## src/rtl/mul_arbiter.sv

```systemverilog
// Round-robin front end sharing one external multiplier among NREQ requesters, one op at a time.
// Optional build macro MUL_ARB_OVF_EN: when defined, resp_ovf reports the captured mul_overflow.
module mul_arbiter #(
    parameter int NREQ = 4,
    parameter int IDW  = $clog2(NREQ)
) (
    input  logic               clk,
    input  logic               reset,
    input  logic [NREQ-1:0]    req_valid,
    output logic [NREQ-1:0]    req_ready,
    input  logic [32*NREQ-1:0] req_op1,
    input  logic [32*NREQ-1:0] req_op2,
    output logic               resp_valid,
    input  logic               resp_ready,
    output logic [IDW-1:0]     resp_id,
    output logic [64:0]        resp_res,
    output logic               resp_ovf,
    output logic               mul_en,
    output logic [31:0]        mul_op1,
    output logic [31:0]        mul_op2,
    input  logic [64:0]        mul_res,
    input  logic               mul_val,
    input  logic               mul_overflow
);

    typedef enum logic [2:0] {IDLE, ISSUE, WAIT, CAPT, RESP} state_t;

    state_t         state, state_nxt;
    logic [IDW-1:0] ptr;
    logic [IDW-1:0] ptr_nxt;
    logic [IDW-1:0] cand;
    logic [IDW-1:0] grant_idx;
    logic           grant_found;
    logic           err;

    // Search starts at the pointer so the most recently served requester goes last.
    always_comb begin
        grant_found = 1'b0;
        grant_idx   = '0;
        cand        = '0;
        for (int k = 0; k < NREQ; k++) begin
            cand = IDW'((int'(ptr) + k) % NREQ);
            if (!grant_found && req_valid[cand]) begin
                grant_found = 1'b1;
                grant_idx   = cand;
            end
        end
        ptr_nxt = IDW'((int'(grant_idx) + 1) % NREQ);
    end

    always_comb begin
        state_nxt  = state;
        req_ready  = '0;
        mul_en     = 1'b0;
        resp_valid = 1'b0;
        case (state)
            IDLE: begin
                if (grant_found) begin
                    req_ready[grant_idx] = 1'b1;
                    state_nxt            = ISSUE;
                end
            end
            ISSUE: begin
                mul_en    = 1'b1;
                state_nxt = WAIT;
            end
            WAIT:    state_nxt = CAPT;
            CAPT:    state_nxt = RESP;
            RESP: begin
                resp_valid = 1'b1;
                if (resp_ready) state_nxt = IDLE;
            end
            default: state_nxt = IDLE;
        endcase
    end

    always_ff @(posedge clk or negedge reset) begin
        if (!reset) begin
            state    <= IDLE;
            ptr      <= '0;
            mul_op1  <= '0;
            mul_op2  <= '0;
            resp_id  <= '0;
            resp_res <= '0;
            err      <= 1'b0;
        end else begin
            state <= state_nxt;
            if (state == IDLE && grant_found) begin
                mul_op1 <= req_op1[32*grant_idx +: 32];
                mul_op2 <= req_op2[32*grant_idx +: 32];
                resp_id <= grant_idx;
                ptr     <= ptr_nxt;
            end
            if (state == CAPT) begin
                resp_res <= mul_res;
                if (!mul_val) err <= 1'b1;
            end
        end
    end

`ifdef MUL_ARB_OVF_EN
    always_ff @(posedge clk or negedge reset) begin
        if (!reset)             resp_ovf <= 1'b0;
        else if (state == CAPT) resp_ovf <= mul_overflow;
    end

    logic unused_sig;
    assign unused_sig = err;
`else
    assign resp_ovf = 1'b0;

    // err is a sticky simulation-only flag; mul_overflow has no consumer in this build.
    logic unused_sig;
    assign unused_sig = err ^ mul_overflow;
`endif

endmodule

```

## config.mk

```make
export PLATFORM = sky130hd
export DESIGN_NAME = mul_arbiter
export DESIGN_NICKNAME = d
export VERILOG_FILES = /design/src/rtl/mul_arbiter.sv
export SDC_FILE = /design/constraint.sdc
export NUM_CORES = 1
export LEC_CHECK = 0
export CELL_PAD_IN_SITES_DETAIL_PLACEMENT = 1
export CELL_PAD_IN_SITES_GLOBAL_PLACEMENT = 1
export CORE_AREA = 2 2 183 185
export CTS_CLUSTER_DIAMETER = 200
export DETAILED_ROUTE_END_ITERATION = 8
export DIE_AREA = 0 0 185 187
export PLACE_DENSITY_LB_ADDON = 0.1
export SYNTH_ARGS = -nofsm -noshare
export SYNTH_HDL_FRONTEND = slang
export SYNTH_SLANG_ARGS = --single-unit
```

## constraint.sdc

```tcl
create_clock -name clk -period 4.46 [get_ports clk]
set_clock_uncertainty 0.05 [all_clocks]
set_input_delay 0.892 -clock clk [delete_from_list [all_inputs] [get_ports clk]]
set_output_delay 0.892 -clock clk [all_outputs]
set_load 0.05 [all_outputs]
```

==> results.md <==
- Status: finished clean
- Top cell type by total area after synthesis: dfrtp_1
- Number of DRC markers in iteration 0: 146
- Post-synth EDFFs: 0
- GRT met2 Usage: 0.310
- Worst r2r src: ptr[1]
- Synth warnings: 0
- Dominant cell by count in the synthesized netlist: dfrtp_1
- Max cap viols: 0
- Core Area: 0.0329 mm2
- Pwr Density: 785 mW/mm2
- R2R Setup Slk: 2070 ps
- RSZ-0062 raised after global routing: false
- M1 GR Usage: 0.202
- Worst setup SP type: primary input
- Peak supply drop: 0.419 mV
- Antenna violations before repair: 3
- Clock sink total: 136
- Sum Neg Setup Slack: 0 ps
- R2r endpoint: mul_op1[23]
- Most common library cells after synthesis: 136 x dfrtp_1, 128 x mux2i_1, 73 x nand2_1
- Kind of critical path: in -> out
- Root buf cell: clkbuf_16
- Die Ht: 187 um
- Syn_area_per_cell: 12.4 um2
- Gp weighted congestion: 0.731
- CP endpoint kind: output pin
- Total gr overflow: 0
- Detailed placement HPWL: 23700 um
- Hold Path End: mul_op1[20]
- Worst Tran Pin Value: 835 ps
- Met3 global-route usage: 0.0853
- Syn Inst Count: 545
- First drt pass iteration count: 4
- Hold path cells: 2
- Nets: 1329
- CP max FO: 5
- Crit path time final: 3640 ps
- Total Power: 9.81 mW
- Wire per inst: 21.5 um
- Yosys top cell area share: 0.504
- TritonCTS clock tree: built
- Post-CTS Setup Inserts: 0
- Seq/Total Area, Yosys: 0.504
- Syn Nets: 875
- Tot GR Track Use: 0.181
- Worst EP arrival: 2690 ps
- H-tree depth: 4
- Unique masters post-synth: 28
- P&R area growth vs syn: 85.2%
- Clock buffer depth: 2
- Yosys reg bits: 136
- Worst-Skew Late Latency: 420 ps
- Post-Route WL: 31400 um
- Mapped cell area: 0.00675 mm2
- FFs w/ async S/R, synth: 1.00
- Post-cts sizing count: 0
- GRT busiest layer: met2
- Via density: 4.37
- Die area: 0.0346 mm2
- Layout cell share with drive strength beyond 1: 0.122
- Predominant post-synthesis flop cell: dfrtp_1
- # rows: 67
- Leakage: 5.29 nW
- Vias in the first global route: 7024
- Largest net degree at the start of global routing: 83
- WP data required: 3520 ps
- Ranking of synthesized cells by area: dfrtp_1 50%, mux2i_1 19%, mux2_2 11%, o221ai_1 8.3%, nand2_1 4.1%
- Buffers on Ports: 464
- Initial Utilization: 0.205
- DRC viols: 0
- DRT antenna net count: 0
- Clock-pin transition on the worst setup and hold timing paths: 70 ps
- Hold Path Class: reg -> reg
- R2r worst-path depth: 6
- First-pass GRT wire length: 46000 um
- Num CTS Buffers: 17
- Slew HR: 0.443
- Vias: 6378
- Hold path startpoint: mul_op1[20]
- Slew Limit Fails: 0
- Die Wd: 185 um
- Final setup vio count: 0
- Fmax: 275 MHz
- Tcrit/Tclk final: 0.815
- IO Pins: 468
- Hold Buf Count CTS: 0
- Hold Vio Cnt, Final: 0
[layer usage]
metal	up-vias	wire length (um)	share of wire
li1	2941	-	-
met1	3126	12200	0.39
met2	288	15400	0.49
met3	19	3540	0.11
met4	4	228	0.0073
met5	-	27	0.00086
[critical path, stage by stage]
cell             delay, ps
clkdlybuf4s50_1        560
nor4_1                 120
or4_2                  610
nor3_1                 330
buf_12                 190
[state kept, by name, summed over array words and instances, names as in the netlist]
| signal | cells |
|---|---|
| resp_res | 65 |
| mul_op1 | 32 |
| mul_op2 | 32 |
| state | 3 |
| ptr | 2 |
| resp_id | 2 |
[metrics by stage]
stage	std cells	area, um2	utilization	hold WS, ps	setup slack (ps)
after floorplan	545	6750	-	431	790
after global placement	1428	11900	0.361	415	793
after detailed placement	1428	11900	0.361	422	815
after CTS	1460	12500	0.380	438	812
after global routing	1460	12500	0.380	459	707
final	1461	12500	0.380	436	824
[worst max path at each step]
stage                      start            to  slack [ps]  cells after the start
CTS                 req_valid[3]  req_ready[0]         810                      5
global route        req_valid[3]  req_ready[1]         710                      6
floorplan           req_valid[2]  req_ready[0]         790                      5
finish              req_valid[3]  req_ready[0]         820                      5
global placement    req_valid[3]  req_ready[0]         790                      5
detailed placement  req_valid[2]  req_ready[0]         820                      5
[final cells by class]
type	count	area (um2)
inverters	4	15.0
multi-input cells	361	3050
fillers	3595	20400
repair buffers	479	4840
flip-flops and latches	136	3400
diodes	1	2.50
well taps	448	561
clock inverters	14	185
clock buffers	18	439
[report_power, final]
part,switching [mW],internal [mW]
Sequential,0.333,1.87
Clock,0.639,0.912
Combinational,3.77,2.28
Total,4.74,5.07
[cells in the final DEF (no fill, tap or decap), types with 3 or more instances in the layout]
| cell type | count |
|---|---|
| a21oi_1 | 3 |
| buf_12 | 7 |
| buf_4 | 12 |
| bufinv_16 | 3 |
| clkbuf_16 | 17 |
| clkdlybuf4s50_1 | 459 |
| clkinvlp_4 | 3 |
| dfrtp_1 | 136 |
| inv_6 | 7 |
| mux2_2 | 65 |
| mux2i_1 | 128 |
| nand2_1 | 71 |
| nand2b_1 | 3 |
| nor2_1 | 5 |
| nor3_1 | 4 |
| o221ai_1 | 64 |
[cell families after synthesis]
family,count (synthesis),synth area share
AOI/OAI and AO/OA,73,0.0922
xor gates and xnor gates,2,0.00260
DFF,136,0.504
other,1,0.000556
muxes,193,0.298
buffers and inverters,48,0.0454
and+or+nand+nor,92,0.0564
(Power assumes the default switching activity.)
